[src/rtl/load_store_unit.sv]
// Purpose: bridges execute-stage byte/half/word loads and stores onto a word-organised,
//          byte-lane-writable data memory; returns sign- or zero-extended load data.
// Latency: response 2 cycles after acceptance, 3 for a split access, 1 for an error.
// Backpressure: req_ready is high only when idle; responses are single-cycle pulses that
//               the consumer must take.
// Build option: define LSU_MISALIGNED_SPLIT_EN to split word-straddling accesses into two
//               word accesses; without it they are rejected with resp_error.
// Ports: clk, reset (async, active-high); req_* request handshake; resp_* response pulse;
//        mem_* word access (enable, word address, lane enables, lane-aligned data);
//        mem_read_value is combinational read data for the word currently enabled.
module load_store_unit #(
  parameter int ADDR_WIDTH = 32
) (
  input  logic                  clk,
  input  logic                  reset,
  input  logic                  req_valid,
  output logic                  req_ready,
  input  logic                  req_write,
  input  logic [1:0]            req_size,
  input  logic                  req_unsigned,
  input  logic [ADDR_WIDTH-1:0] req_addr,
  input  logic [31:0]           req_wdata,
  output logic                  resp_valid,
  output logic [31:0]           resp_rdata,
  output logic                  resp_error,
  output logic                  mem_enable,
  output logic [ADDR_WIDTH-3:0] mem_word_addr,
  output logic [3:0]            mem_write_enable,
  output logic [31:0]           mem_write_value,
  input  logic [31:0]           mem_read_value
);

  typedef enum logic [1:0] {IDLE, ACC0, ACC1, RESP} state_t;
  state_t state;

  // Request fields still needed after acceptance.
  logic       write_q;
  logic       unsigned_q;
  logic [1:0] size_q;
  logic [1:0] off_q;

  // Lane mask and data window of the incoming request.
  logic [1:0]  off;
  logic [7:0]  lane_base;
  logic [7:0]  mask;
  logic [31:0] data_lo;
  logic        split;
  logic        reject;

  assign off     = req_addr[1:0];
  assign data_lo = req_wdata << {off, 3'b000};
  assign split   = |mask[7:4];

  always_comb begin
    case (req_size)
      2'b00:   lane_base = 8'b0000_0001;
      2'b01:   lane_base = 8'b0000_0011;
      default: lane_base = 8'b0000_1111;
    endcase
    mask = lane_base << off;
  end

`ifdef LSU_MISALIGNED_SPLIT_EN
  localparam logic [ADDR_WIDTH-3:0] ONE_WORD = {{(ADDR_WIDTH-3){1'b0}}, 1'b1};

  logic [ADDR_WIDTH-3:0] word_q;
  logic                  split_q;
  logic [3:0]            mask_hi_q;
  logic [31:0]           data_hi_q;
  logic [31:0]           buf_lo;
  logic [31:0]           data_hi;

  // Bytes shifted past lane 3 land in the next word; a shift of 32 (off=0) yields zero.
  assign data_hi = req_wdata >> (6'd32 - {1'b0, off, 3'b000});
  assign reject  = (req_size == 2'b11);
`else
  assign reject  = (req_size == 2'b11) | split;
`endif

  assign req_ready = (state == IDLE);

  // Align the read window down to the request offset, then size-extend.
  function automatic logic [31:0] extend_load(input logic [63:0] win, input logic [1:0] offs,
                                              input logic [1:0] size, input logic uns);
    logic [31:0] sh;
    sh = 32'(win >> {offs, 3'b000});
    case (size)
      2'b00:   extend_load = {{24{sh[7] & ~uns}}, sh[7:0]};
      2'b01:   extend_load = {{16{sh[15] & ~uns}}, sh[15:0]};
      default: extend_load = sh;
    endcase
  endfunction

  always_ff @(posedge clk or posedge reset) begin
    if (reset) begin
      state            <= IDLE;
      write_q          <= 1'b0;
      unsigned_q       <= 1'b0;
      size_q           <= 2'b00;
      off_q            <= 2'b00;
      resp_valid       <= 1'b0;
      resp_rdata       <= 32'h0;
      resp_error       <= 1'b0;
      mem_enable       <= 1'b0;
      mem_word_addr    <= '0;
      mem_write_enable <= 4'h0;
      mem_write_value  <= 32'h0;
`ifdef LSU_MISALIGNED_SPLIT_EN
      word_q           <= '0;
      split_q          <= 1'b0;
      mask_hi_q        <= 4'h0;
      data_hi_q        <= 32'h0;
      buf_lo           <= 32'h0;
`endif
    end else begin
      // Every output is a one-cycle pulse unless a state below re-asserts it.
      resp_valid       <= 1'b0;
      resp_rdata       <= 32'h0;
      resp_error       <= 1'b0;
      mem_enable       <= 1'b0;
      mem_word_addr    <= '0;
      mem_write_enable <= 4'h0;
      mem_write_value  <= 32'h0;
      case (state)
        IDLE: begin
          if (req_valid) begin
            write_q    <= req_write;
            unsigned_q <= req_unsigned;
            size_q     <= req_size;
            off_q      <= off;
`ifdef LSU_MISALIGNED_SPLIT_EN
            word_q     <= req_addr[ADDR_WIDTH-1:2];
            split_q    <= split;
            mask_hi_q  <= mask[7:4];
            data_hi_q  <= data_hi;
`endif
            if (reject) begin
              state      <= RESP;
              resp_valid <= 1'b1;
              resp_error <= 1'b1;
            end else begin
              state            <= ACC0;
              mem_enable       <= 1'b1;
              mem_word_addr    <= req_addr[ADDR_WIDTH-1:2];
              mem_write_enable <= req_write ? mask[3:0] : 4'h0;
              mem_write_value  <= data_lo;
            end
          end
        end
        ACC0: begin
`ifdef LSU_MISALIGNED_SPLIT_EN
          buf_lo <= mem_read_value;
          if (split_q) begin
            state            <= ACC1;
            mem_enable       <= 1'b1;
            mem_word_addr    <= word_q + ONE_WORD;
            mem_write_enable <= write_q ? mask_hi_q : 4'h0;
            mem_write_value  <= data_hi_q;
          end else
`endif
          begin
            state      <= RESP;
            resp_valid <= 1'b1;
            if (!write_q)
              resp_rdata <= extend_load({32'h0, mem_read_value}, off_q, size_q, unsigned_q);
          end
        end
`ifdef LSU_MISALIGNED_SPLIT_EN
        ACC1: begin
          state      <= RESP;
          resp_valid <= 1'b1;
          if (!write_q)
            resp_rdata <= extend_load({mem_read_value, buf_lo}, off_q, size_q, unsigned_q);
        end
`endif
        default: state <= IDLE;
      endcase
    end
  end

endmodule

[config.mk]
export PLATFORM = sky130hd
export DESIGN_NAME = load_store_unit
export DESIGN_NICKNAME = d
export VERILOG_FILES = /design/src/rtl/load_store_unit.sv
export SDC_FILE = /design/constraint.sdc
export NUM_CORES = 1
export LEC_CHECK = 0
export ABC_AREA = 1
export BUFFER_PORTS_ARGS = -buffer_cell sky130_fd_sc_hd__buf_4
export CAP_MARGIN = 20
export CORE_MARGIN = 5
export CORE_UTILIZATION = 43
export CTS_CLUSTER_DIAMETER = 120
export CTS_CLUSTER_SIZE = 20
export DETAILED_ROUTE_END_ITERATION = 12
export GPL_TIMING_DRIVEN = 0
export MAX_ROUTING_LAYER = met4
export PLACE_DENSITY = 0.83
export RECOVER_POWER = 50
export SETUP_SLACK_MARGIN = 0.4
export SLEW_MARGIN = 20
export SYNTH_ARGS = -nofsm -noshare
export SYNTH_HDL_FRONTEND = slang
export SYNTH_SLANG_ARGS = --single-unit
export TNS_END_PERCENT = 30
[constraint.sdc]
create_clock -name clk -period 4.45 [get_ports clk]
set_input_delay 0.2225 -clock clk [delete_from_list [all_inputs] [get_ports clk]]
set_output_delay 0.2225 -clock clk [all_outputs]
set_load 0.03 [all_outputs]
# Yosys cells after proc, flatten, opt, wreduce, memory -nomap -nowiden
# Cells that the tools add are included.
[op_classes]
n_eq_ne = 5
n_shift = 3
n_mux = 24
n_bitwise = 4
reduce_logical = 5
[ops]
columns = ["cell", "n"]
rows = [
  ["$mux 32", 5],
  ["$mux 30", 3],
  ["$pmux 32 s2", 1],
  ["$shl 32x5->32", 1],
  ["$shr 32x5->32", 1],
  ["$mux 4", 4],
  ["$pmux 4 s2", 1],
  ["$shl 8x2->8", 1],
  ["$eq 2x1->1 const B", 3],
  ["$logic_not 2->1", 3],
  ["$mux 1", 6],
  ["$mux 2", 2],
  ["$pmux 2 s2", 1],
  ["$reduce_or 4->1", 1],
  ["$and 1x1->1", 2],
  ["$eq 2x2->1 const B", 1],
  ["$ne 2x2->1 const B", 1],
  ["$pmux 1 s2", 1],
  ["$reduce_and 2->1", 1],
  ["$not 1->1", 1],
  ["$or 1x1->1", 1],
]
[word_totals]
regBits = 109
inputBits = 103
output_inout_bits = 102
word_cells = 53

# Logic depth before layout (Yosys ltp)
# Gate-level depths: netlist of run 1.
[logic_depth]
word_depth = 8
ltp_mapped = 10
ltp_nobuf = 7

# Least setup slack after synthesis of run 1
# No wires, ideal clock.
[synth_timing]
path_kind = "reg-to-reg"
from = "register state[1]"
to = "register mem_word_addr[19]"
setup_time_ns = 0.068
t_arrival_ns = 1.514
setup_slack_ns = 2.868
stages_incl_launch_ff = 8
n_path_buf = 2
path_cell_list = "dfrtp_1 nor2_2 nand2_1 a21oi_4 inv_2 buf_6 buf_8 nor2_4"
[synth_via]
elab_chain_len = 2
[synth_lines]
columns = ["element", "line", "source"]
rows = [
  ["from (decl)", "34", "state_t state;"],
  ["from (signal assigned)", "96", "state <= IDLE;"],
  ["from (signal assigned)", "138", "state <= RESP;"],
  ["from (signal assigned)", "142", "state <= ACC0;"],
  ["$logic_not 2->1", "-", ""],
  ["via req_ready", "17", "output logic req_ready,"],
  ["$mux 30", "124", "case (state)"],
  ["to (signal assigned)", "144", "mem_word_addr <= req_addr[ADDR_WIDTH-1:2];"],
  ["to (decl)", "27", "output logic [ADDR_WIDTH-3:0] mem_word_addr,"],
]
# The timed path passes the listed nets, and every way through them passes these cells.
# A chain may end at the register's enable or synchronous reset.

==> results of run 1 <==
-- cells in the final DEF, fill, tap and decap left out, types with 2 or more instances in the layout --
cell type	instances
clkbuf_1	109
clkinv_2	2
a21oi_2	6
buf_6	6
nand3_1	35
clkbuf_16	9
nand3_2	2
buf_4	105
clkbuf_8	2
inv_2	3
nor2_4	19
mux2_2	2
or2_2	7
dfrtp_1	109
nand3_4	2
a21oi_1	20
buf_2	13
nand2_1	138
inv_1	58
buf_1	2
o21ai_0	49
nor2_1	68
nor2_2	2
-- power breakdown --
group          switching (mW)  internal, mW  total [mW]  leakage [nW]
clock                   0.367         0.472       0.838         0.155
sequential             0.0549          1.17        1.22          1.49
combinational            1.06         0.453        1.51          1.89
-- kinds of logic after synthesis --
kind of cell,Yosys count,share of synthesized area [%]
compound gates,78,8.69
buf+inv,100,9.72
flops,109,54.7
mux,3,0.653
simple gates,277,26.2
-- critical path, cell delays in order --
cell	delay [ns]
dlygate4sd3_1	0.54
clkbuf_4	0.14
clkinvlp_2	0.89
buf_16	0.40
-- timing repair --
item                                   4_1_cts  5_1_grt
endpoints found under the hold margin       34        0
resized for setup                            0        0
hold buffers                                 1        0
-- per-layer routing --
| layer | up-vias | GRT usage, % | part of all wire, % |
|---|---|---|---|
| li1 | 2177 | - | - |
| met1 | 2093 | 26.8 | 39 |
| met2 | 219 | 35.2 | 49 |
| met3 | 17 | 8.70 | 11 |
| met4 | 0 | 5.88 | 1.3 |
| met5 | - | - | 0 |
-- per-stage QoR --
| step | setup WS, ns | util [%] | cells | hold slack [ns] |
|---|---|---|---|---|
| 4_1_cts | 2.91 | 61.8 | 930 | 0.0691 |
| 5_1_grt | 2.38 | 58.4 | 930 | 0.0706 |
| 3_5_place_dp | 2.92 | 59.0 | 913 | 0.227 |
| 3_3_place_gp | 0.0862 | 58.7 | 912 | 0.444 |
| 2_1_floorplan | 1.35 | - | 567 | 0.329 |
| 6_report | 2.70 | 58.4 | 930 | 0.0838 |
-- registers in the layout, summed over array words and instances (netlist names) --
register          cells
mem_word_addr        30
state                 2
resp_error            1
mem_write_value      32
write_q               1
resp_valid            1
mem_enable            1
unsigned_q            1
resp_rdata           32
size_q                2
off_q                 2
mem_write_enable      4
-- worst max path at each step --
stage,from,to,slack [ns],cells past startpoint
after floorplan,reset,mem_enable,1.35,1
after global placement,reset,mem_word_addr[3],0.09,2
after detailed placement,state[1],mem_write_enable[0],2.92,6
after CTS,state[1],mem_write_enable[0],2.91,6
after global routing,reset,resp_rdata[10],2.38,4
final,reset,mem_word_addr[6],2.70,4
-- final cells by class --
class / count / area, µm² / share of cell area (%)
Sequential cell: 109 / 2730 / 41.1
Inverter: 65 / 254 / 3.82
Buffer: 35 / 231 / 3.48
Clock buffer: 12 / 256 / 3.86
Multi-Input combinational cell: 358 / 1760 / 26.4
Tap cell: 143 / 179 / 2.69
Clock inverter: 4 / 55.1 / 0.829
Timing Repair Buffer: 204 / 1180 / 17.8
==> flow_summary.ini, run 1 <==
[layout]
stdcell_area_um2 = 6640
antenna_cells = 0
area_growth_pct = 33.3
fin_nets = 885
nFillCells = 1095
drive_above_1_share_pct = 24.4

[setup_path]
cp_max_fo = 75
crit_path_end_kind = asynchronous set/reset pin
worstPathRequired_ns = 4.95
critPathKind = in2async
arrival_ns = 2.24
regToRegStartpoint = state[1]
start_kind = input port
r2r_cells = 6
rrSetupSlack_ns = 2.72
reg2reg_to = mem_write_enable[0]

[timing]
relSlewSlack_pct = -3.87
setup_tns_ns = 0
setup_viol = 0
rsz0062_at_grt = false
fin_worst_skew_ns = 0.0106
final.period_utilization_pct = 39.3
max_freq_mhz = 572
slew_viol_final = 35
hold_violations = 0
layout_min_cycle_time_ns = 1.75
worstMarginPinSlew_ns = 1.55

[place]
hpwlAfterDp_um = 11200
portBuffers = 202
gp_congestion = 0.943
placed_area_um2 = 6710

[outcome]
violations = max-capacitance violations, max-slew violations
status = finished, violations left

[pwr]
power.static_leakage_nw = 3.53
power_density_nw_per_um2 = 537
power_mw = 3.57
peakVddDrop_mv = 0.283

[floorplanning]
die_area_um2 = 13800
start_util_pct = 43.8
io_pins = 205
coreArea_um2 = 11400
die_h_um = 118
rows = 39
die_width_um = 118

[global_route]
overflow = 0
grt_usage_pct = 22.3
grt_pass1_vias = 4720
grt_max_degree = 76
grt_first_pass_wirelength_um = 24000
antenna_found_initial = 0

[synth]
synth-warning-count = 0
yosys_register_bits = 109
synth_cells = 567
netlist-cell-type-count = 34
yosysTopAreaCellShare_pct = 54.7
synth_area_leaders = dfrtp_1 55%, nand2_1 10%, nor2_1 5.0%, o21ai_0 4.9%, inv_1 4.4%
synth.yosys.seq_area_share_pct = 54.7
avgSynthCellArea_um2 = 8.79
yosys.area.top_type = dfrtp_1
synth_commonest_cells = 138 x nand2_1, 109 x dfrtp_1, 67 x nor2_1
synthesis.nets = 670
synth_area_um2 = 4980
synth_edf_count = 0
ys.flop_type = dfrtp_1
yosysMostFrequentCell = nand2_1
synth_async_sr_flop_share_pct = 100

[drt]
drt_first_iter_violations = 393
vias_per_cell = 4.85
drcViolationCount = 0
ant_nets = 0
vias = 4506
drt-wirelength-per-cell_um = 15.6
drt-total-wl_um = 14500
firstDrtPassIters = 6

[cts]
clk_latency_ns = 0.35
cts_htree_levels = 3
clkTransAtPathRegs_ns = 0.07
cts-root-buf = clkbuf_16
numCtsBuffers = 9
clockBufferDepth = 2
cts_tree = yes
cts.sinks = 109
post_cts_buffers = 0

[run]
maxCapViolCount = 1

[min_path]
min-delay-start = req_addr[9]
hold_path.class = in2reg
worstHoldPathCells = 3
holdPathEnd = mem_word_addr[7]
No activity file was read; power rests on OpenSTA's default activity.
==> run 2, diff against run 1 <==
--- a/config.mk
+++ b/config.mk
@@ -15,7 +15,7 @@
 export DETAILED_ROUTE_END_ITERATION = 12
 export GPL_TIMING_DRIVEN = 0
 export MAX_ROUTING_LAYER = met4
-export PLACE_DENSITY = 0.83
+export PLACE_DENSITY = 0.86
 export RECOVER_POWER = 50
 export SETUP_SLACK_MARGIN = 0.4
 export SLEW_MARGIN = 20
==> constraint.sdc (replaced) <==
create_clock -name clk -period 1.51 [get_ports clk]
set_input_delay 0.0755 -clock clk [delete_from_list [all_inputs] [get_ports clk]]
set_output_delay 0.0755 -clock clk [all_outputs]
set_load 0.03 [all_outputs]
==> run 2 against run 1 <==
The flow finishes with violations (negative hold slack). Total power grew to 3.3 times the previous value. Register-to-register slack lost 2.7 ns. Non-clock buffer count increased by 57. Flip-flop and latch count unchanged. Via count grew 9.4%. Clock power rose to 2.7 times the previous value. Clock skew shrank 0.0014 ns. Count of clock-buffer cells in the layout is 3 lower. Die area unchanged. Cell area up 18%. Cell count is 6.1% higher. Critical path type is now reg2reg. Highest routed layer unchanged.
==> flow_summary.ini, run 2 (synthesized netlist as in run 1, its figures left out) <==
[outcome]
status = finished, violations left
violations = negative hold slack

[setup_path]
arrival_ns = 1.73
crit_path_end_kind = flop
cp_max_fo = 10
worstPathRequired_ns = 1.80
critPathKind = reg2reg
start_kind = flop

[layout]
layout_commonest_cell = buf_4
drive_above_1_share_pct = 41.9
fin_nets = 942
layout_common_cells = 214 x buf_4, 135 x nand2_1, 108 x dfrtp_1
fin_cells = 987
antenna_cells = 0
reg_top3 = mem_write_value: 32 flops, resp_rdata: 32 flops, mem_word_addr: 30 flops
area_growth_pct = 56.7
stdcell_area_um2 = 7810

[min_path]
hold_path.class = in2async

[cts]
numCtsBuffers = 9
cts_tree = yes
cts.sinks = 109
clkTransAtPathRegs_ns = 0.07
holdBufCountCts = 40
clockBufferDepth = 2
cts_htree_levels = 3
clk_latency_ns = 0.35
cts-root-buf = clkbuf_16

[pwr]
power_density_nw_per_um2 = 1530
power_mw = 12.0
power.static_leakage_nw = 4.25
peakVddDrop_mv = 1.21

[global_route]
grt_max_degree = 31
grt_usage_pct = 22.9
overflow = 0
grt_first_pass_wirelength_um = 24900
antenna_found_initial = 0
grt_pass1_vias = 5097

[place]
placed_area_um2 = 6760
placed_cells = 915
gp_congestion = 0.937
hpwlAfterDp_um = 10900
portBuffers = 202

[timing]
relSlewSlack_pct = 21.4
setup_tns_ns = 0
max_freq_mhz = 694
fin_worst_skew_ns = 0.00919
hold_violations = 24
setup_viol = 0
rsz0062_at_grt = true
layout_min_cycle_time_ns = 1.44
worstMarginPinSlew_ns = 1.17
slew_viol_final = 0
final.period_utilization_pct = 95.4
whs_ns = -0.0402

[floorplanning]
coreArea_um2 = 11400
rows = 39
die_area_um2 = 13800
die_width_um = 118
start_util_pct = 43.8
io_pins = 205
die_h_um = 118

[drt]
drt-wirelength-per-cell_um = 15.9
vias_per_cell = 4.99
drcViolationCount = 0
vias = 4928
firstDrtPassIters = 5
drt_first_iter_violations = 452
drt-total-wl_um = 15700
ant_nets = 0

[run]
maxCapViolCount = 0
==> run 2: path summary, 6_finish.rpt <==
| kind | from | to | slack (ns) | cells past startpoint |
|---|---|---|---|---|
| max | state[1] | resp_rdata[28] | 0.07 | 8 |
| min | reset | mem_write_enable[3] | -0.04 | 2 |
| max reg2reg | state[1] | resp_rdata[28] | 0.07 | 8 |
| min reg2reg | size_q[0] | size_q[0] | 0.50 | 2 |
| max in group asynchronous | reset | mem_word_addr[13] | 0.39 | 3 |
| min in group clk | req_size[1] | size_q[1] | 0.03 | 3 |
==> run 2: cell type report <==
type,count,area [µm²]
flip-flops and latches,109,2730
repair buffers,261,2090
multi-input cells,358,1950
inverters,65,259
well taps,143,179
plain buffers,35,320
fillers,814,3560
clock buffers,9,225
clock inverters,7,56.3
==> run 2: through the flow <==
stage | worst slack, ns | utilization, %
6_report | 0.0696 | 68.7
5_1_grt | -0.0192 | 68.7
4_1_cts | 0.0898 | 67.8
3_5_place_dp | -0.00201 | 59.5
3_3_place_gp | -0.555 | 58.9
2_1_floorplan | 0.119 | -
==> run 2: worst max-delay path, cell delays in order (launching register included) <==
cell     delay, ns
dfrtp_2       0.44
nor2_2        0.12
inv_1         0.06
or2_1         0.24
buf_6         0.14
buf_12        0.14
a21oi_2       0.11
nand2_1       0.07
inv_1         0.05
==> run 2: where the power goes <==
part	switching, mW	leakage (nW)	total (mW)	internal (mW)
Sequential	0.215	1.49	3.65	3.44
Combinational	3.65	2.63	6.05	2.40
Clock	1.11	0.130	2.25	1.14
==> run 2: what timing repair did <==
item	4_1_cts	5_1_grt
resized for setup	47	41
setup buffers	12	3
pin swaps	3	7
setup endpoints to repair	104	107
endpoints found under the hold margin	65	24
gates cloned	1	0
==> run 2: per-layer routing <==
layer | part of all wire (%) | track usage (%) | vias to the layer above
li1 | - | - | 2290
met1 | 37 | 25.8 | 2309
met2 | 51 | 38.7 | 269
met3 | 7.3 | 4.47 | 60
met4 | 4.3 | 11.8 | 0
met5 | 0 | - | -
